**src/rtl/pipelined_addsub.sv**
```systemverilog
// rtl/pipelined_addsub.sv - W-bit adder/subtractor, one CHUNK-bit ripple slice per pipeline stage, valid/ready stream
module pipelined_addsub #(
    parameter int W     = 16,
    parameter int CHUNK = 4
) (
    input  logic         clk,
    input  logic         rst,
    input  logic         in_valid,
    output logic         in_ready,
    input  logic [W-1:0] a,
    input  logic [W-1:0] b,
    input  logic         cin,
    input  logic         sub,
    output logic         out_valid,
    input  logic         out_ready,
    output logic [W-1:0] s,
    output logic         cout,
    output logic         ovf
);
    localparam int STAGES = W / CHUNK;
    localparam int LAST   = STAGES - 1;

    logic [STAGES-1:0]          v_q;
    logic [STAGES-1:0]          c_q;
    logic [STAGES-1:0][W-1:0]   a_q;
    logic [STAGES-1:0][W-1:0]   b_q;
    logic [STAGES-1:0][W-1:0]   s_q;
    logic                       ovf_q;

    logic [STAGES-1:0]          src_v;
    logic [STAGES-1:0]          src_c;
    logic [STAGES-1:0][W-1:0]   src_a;
    logic [STAGES-1:0][W-1:0]   src_b;
    logic [STAGES-1:0][W-1:0]   src_s;
    logic [STAGES-1:0][W-1:0]   nxt_s;
    logic [STAGES-1:0][CHUNK:0] sum;
    logic                       nxt_ovf;
    logic                       advance;
    logic                       unused_tail;

    assign advance  = !v_q[LAST] || out_ready;
    assign in_ready = advance;

    // Stage 0 sees the operands after the subtract inversion; b is stored already inverted.
    assign src_v[0] = in_valid;
    assign src_a[0] = a;
    assign src_b[0] = sub ? ~b : b;
    assign src_c[0] = sub ? ~cin : cin;
    assign src_s[0] = '0;

    for (genvar k = 1; k < STAGES; k++) begin : g_link
        assign src_v[k] = v_q[k-1];
        assign src_a[k] = a_q[k-1];
        assign src_b[k] = b_q[k-1];
        assign src_c[k] = c_q[k-1];
        assign src_s[k] = s_q[k-1];
    end

    for (genvar k = 0; k < STAGES; k++) begin : g_slice
        assign sum[k] = {1'b0, src_a[k][k*CHUNK +: CHUNK]}
                      + {1'b0, src_b[k][k*CHUNK +: CHUNK]}
                      + {{CHUNK{1'b0}}, src_c[k]};
        assign nxt_s[k] = (src_s[k] & ~(W'({CHUNK{1'b1}}) << (k*CHUNK)))
                        | (W'(sum[k][CHUNK-1:0]) << (k*CHUNK));
    end

    assign nxt_ovf = (src_a[LAST][W-1] == src_b[LAST][W-1])
                  && (nxt_s[LAST][W-1] != src_a[LAST][W-1]);

    // The final stage's operand copies are never consumed downstream.
    assign unused_tail = ^{a_q[LAST], b_q[LAST]};

    always_ff @(posedge clk) begin
        if (rst) begin
            v_q   <= '0;
            c_q   <= '0;
            a_q   <= '0;
            b_q   <= '0;
            s_q   <= '0;
            ovf_q <= 1'b0;
        end else if (advance) begin
            v_q <= src_v;
            // Bubbles shift the valid bit only, so idle cycles leave the data fields untouched.
            for (int k = 0; k < STAGES; k++) begin
                if (src_v[k]) begin
                    a_q[k] <= src_a[k];
                    b_q[k] <= src_b[k];
                    s_q[k] <= nxt_s[k];
                    c_q[k] <= sum[k][CHUNK];
                end
            end
            if (src_v[LAST]) begin
                ovf_q <= nxt_ovf;
            end
        end
    end

    assign out_valid = v_q[LAST];
    assign s         = s_q[LAST];
    assign cout      = c_q[LAST];
    assign ovf       = ovf_q;
endmodule

```
**config.mk**
```make
export PLATFORM = sky130hd
export DESIGN_NAME = pipelined_addsub
export DESIGN_NICKNAME = d
export VERILOG_FILES = /design/src/rtl/pipelined_addsub.sv
export SDC_FILE = /design/constraint.sdc
export NUM_CORES = 1
export LEC_CHECK = 0
export ABC_AREA = 1
export CAP_MARGIN = 20
export CORE_AREA = 2 2 110 91
export DETAILED_ROUTE_END_ITERATION = 7
export DIE_AREA = 0 0 112 93
export GPL_ROUTABILITY_DRIVEN = 0
export GPL_TIMING_DRIVEN = 0
export PLACE_DENSITY = 0.74
export SKIP_CTS_REPAIR_TIMING = 1
export SLEW_MARGIN = 20
export SYNTH_ARGS = -nofsm -noshare
export SYNTH_HDL_FRONTEND = slang
export SYNTH_SLANG_ARGS = --single-unit
```
**constraint.sdc**
```tcl
create_clock -name clk -period 2.3 [get_ports clk]
set_clock_uncertainty 0.15 [all_clocks]
set_input_delay 0.46 -clock clk [delete_from_list [all_inputs] [get_ports clk]]
set_output_delay 0.46 -clock clk [all_outputs]
set_load 0.02 [all_outputs]
```
==> run_results.csv <==
group,metric,value,unit
run_status,status,"complete, no violations",
drt,vias,3384,
grt,grt_pass1_wl,14900,um
pwr,p_switching,956.4,uW
clock_tree,cts_sinks,97,
pwr,p_int,2.926,mW
synthesis,yosysTopAreaCell,"dfxtp_1",
critical_path,crit_required,2.36,ns
pwr,p_leak,2.052,nW
drt,drc,0,
pwr,ir_drop,0.3758,mV
drt,drtPass1Iterations,4,
critical_path,worst_setup_path_end_kind,"flop",
grt,antenna_found_initial,0,
critical_path,path_max_fanout,2,
pwr,clock_power_share,39.1,%
sta,rsz0062_at_grt,"false",
drt,wire_per_inst,13.54,um
drt,postRouteWirelength,9196,um
synthesis,yosysWarnings,0,
synthesis,syn_inst,488,
die,initial_core_util,43.78,%
sta,timing.fmax,467.7,MHz
placed_design,dpl_cell_area,4813,um2
final_layout,final_common_cell,"nor2_1",
sta,finalCriticalPeriod,2.138,ns
critical_path,startpoint_type,"primary input",
final_layout,drive_gt1_share,10.18,%
die,io_pins,58,
clock_tree,clk_pin_slew_worst_paths,0.07,ns
clock_tree,cts-root-buf,"clkbuf_16",
drt,vias_per_cell,4.984,
pwr,fin_total_pwr,3.882,mW
placed_design,numPortBuffers,56,
synthesis,synth-main-ff-cell,"dfxtp_1",
clock_tree,clkLatencyLatePin,0.34,ns
clock_tree,htreeDepth,3,
synthesis,async_reset_ff_share,0,%
min_path,hold_class,"flop to flop",
critical_path,crit_type,"primary input to flop",
grt,grt_use_met2,31.06,%
pwr,pwr-share-comb,13.4,%
grt,grt_overflow,0,
final_layout,final_cell_mix,"nor2_1 (131), dfxtp_1 (97), o21ai_0 (65), clkdlybuf4s50_1 (55), a21oi_1 (44)",
final_layout,multi_input_area,1898,um2
clock_tree,cts_tree,"built",
grt,grt_pass1_vias,3221,
drt,drtAntennaViolNets,0,
final_layout,area_growth_syn_to_layout,24.92,%
sta,hold_viol_final,0,
die,num_rows,32,
final_layout,final_area,5124,um2
critical_path,crit_arrival,2.20,ns
grt,use_met3,4.990,%
grt,grt_max_degree,16,
sta,setup_violations,0,
final_layout,regArea,1942,um2
pwr,swShare,24.64,%
grt,grtUsageMet1,22.46,%
sta,tightest_slew,0.7028,ns
clock_tree,cts_buffers,9,
synthesis,synth_area_leaders,"dfxtp_1 (47%), nor2_1 (12%), o21ai_0 (7.9%), a21oi_1 (5.4%), fa_1 (3.9%)",
clock_tree,clk_path_buf_depth,2,
final_layout,final_nets,613,
sta,finalMaxSlewViolations,0,
sta,finalCritPeriodShare,92.97,%
drt,first_iter_violations,223,
synthesis,synth_area_per_cell,8.405,um2
synthesis,ys_seq_area_share,47.35,%
die,die_area,10420,um2
die,die_h,93,um
grt,track_usage,18.04,%
final_layout,fill_cells,874,
synthesis,synthesis.nets,546,
synthesis,synth_top_area_share,47.35,%
die,fp.coreArea,9369,um2
synthesis,netlist_area,4101,um2
grt,top_usage_layer,"met2",
die,die_width,112,um
final_layout,diodes,0,
placed_design,dp_hpwl,6963,um
pwr,seqPwrFrac,47.5,%
job,drv_cap,0,
pwr,power.density,757.7,nW/um2
synthesis,synth_cell_types,24,
synthesis,synth-edff-count,0,
sta,relSlewSlack,53.15,%
synthesis,ys_seq_elements,97,
state kept, by name, indices dropped and copies added, names as in the netlist:
name,count
a_q,24
b_q,24
s_q,24
s,16
c_q,4
v_q,4
ovf,1
power by group through the flow:
stage                     registers (mW)  clock network, mW  logic (mW)
final                               1.84               1.52       0.522
after global routing                1.85               1.61       0.583
after CTS                           1.84               1.54       0.524
after detailed placement            1.88                  0       0.518
after global placement              1.87                  0       0.501
after floorplan                     1.88                  0       0.329
synthesized netlist by cell type (8+ instances only):
cell and number:
nand2_1 15, o21ai_0 65, o21ai_1 15, nand3_1 14
xnor2_1 15, a211oi_2 8, inv_1 18, dfxtp_1 97
buf_2 9, a21oi_1 44, ha_1 12, fa_1 8
nor2_1 131
routing by layer:
layer  wire [um]  part of all wire, %
met1        4243                   46
met2        4236                   46
met3         619                  6.7
met4          97                  1.1
met5           0                    0
stage by stage:
step	cells	setup TNS (ns)	hold WS, ns	setup slack [ns]	util (%)
5_1_grt	679	0	0.3367	0.1191	54.69
6_report	679	0	0.3162	0.1618	54.69
4_1_cts	679	-0.07907	0.3187	-0.07907	54.66
3_5_place_dp	663	-0.4732	0.3092	-0.1931	51.38
3_3_place_gp	663	-0.3491	0.3051	-0.1567	51.38
2_1_floorplan	488	0	0.2798	0.01807	-
worst max-delay path, cell delays in order:
cell and delay, ns:
clkdlybuf4s50_1 0.42, xor2_1 0.17, fa_1 0.44, fa_2 0.37, nand3_1 0.10, a21oi_1 0.08
a21oi_1 0.12, nor2_1 0.05
area by class of cell:
cell class,count,area share [%]
Multi-Input combinational cell,340,37.05
Sequential cell,97,37.90
Inverter,23,1.734
Tap cell,119,2.906
Clock buffer,12,5.006
Timing Repair Buffer,56,10.99
Buffer,28,3.419
Clock inverter,4,1.001
worst paths after layout:
path,slack [ns],from,to,depth (start not counted)
max,0.16,b[0],c_q[0]$_SDFFE_PP0P_,8
min reg2reg,0.32,c_q[2]$_SDFFE_PP0P_,c_q[2]$_SDFFE_PP0P_,2
min,0.32,c_q[2]$_SDFFE_PP0P_,c_q[2]$_SDFFE_PP0P_,2
max reg2reg,0.45,c_q[0]$_SDFFE_PP0P_,c_q[1]$_SDFFE_PP0P_,6
kinds of logic after synthesis:
family | count (synthesis) | share of synthesized area [%]
AOI/OAI and AO/OA | 132 | 17.57
xor gates and xnor gates | 21 | 4.485
adders and majority gates | 20 | 7.565
buffers and inverters | 51 | 6.437
DFF | 97 | 47.35
and+or+nand+nor | 167 | 16.60
No activity file was read; power rests on OpenSTA's default activity.
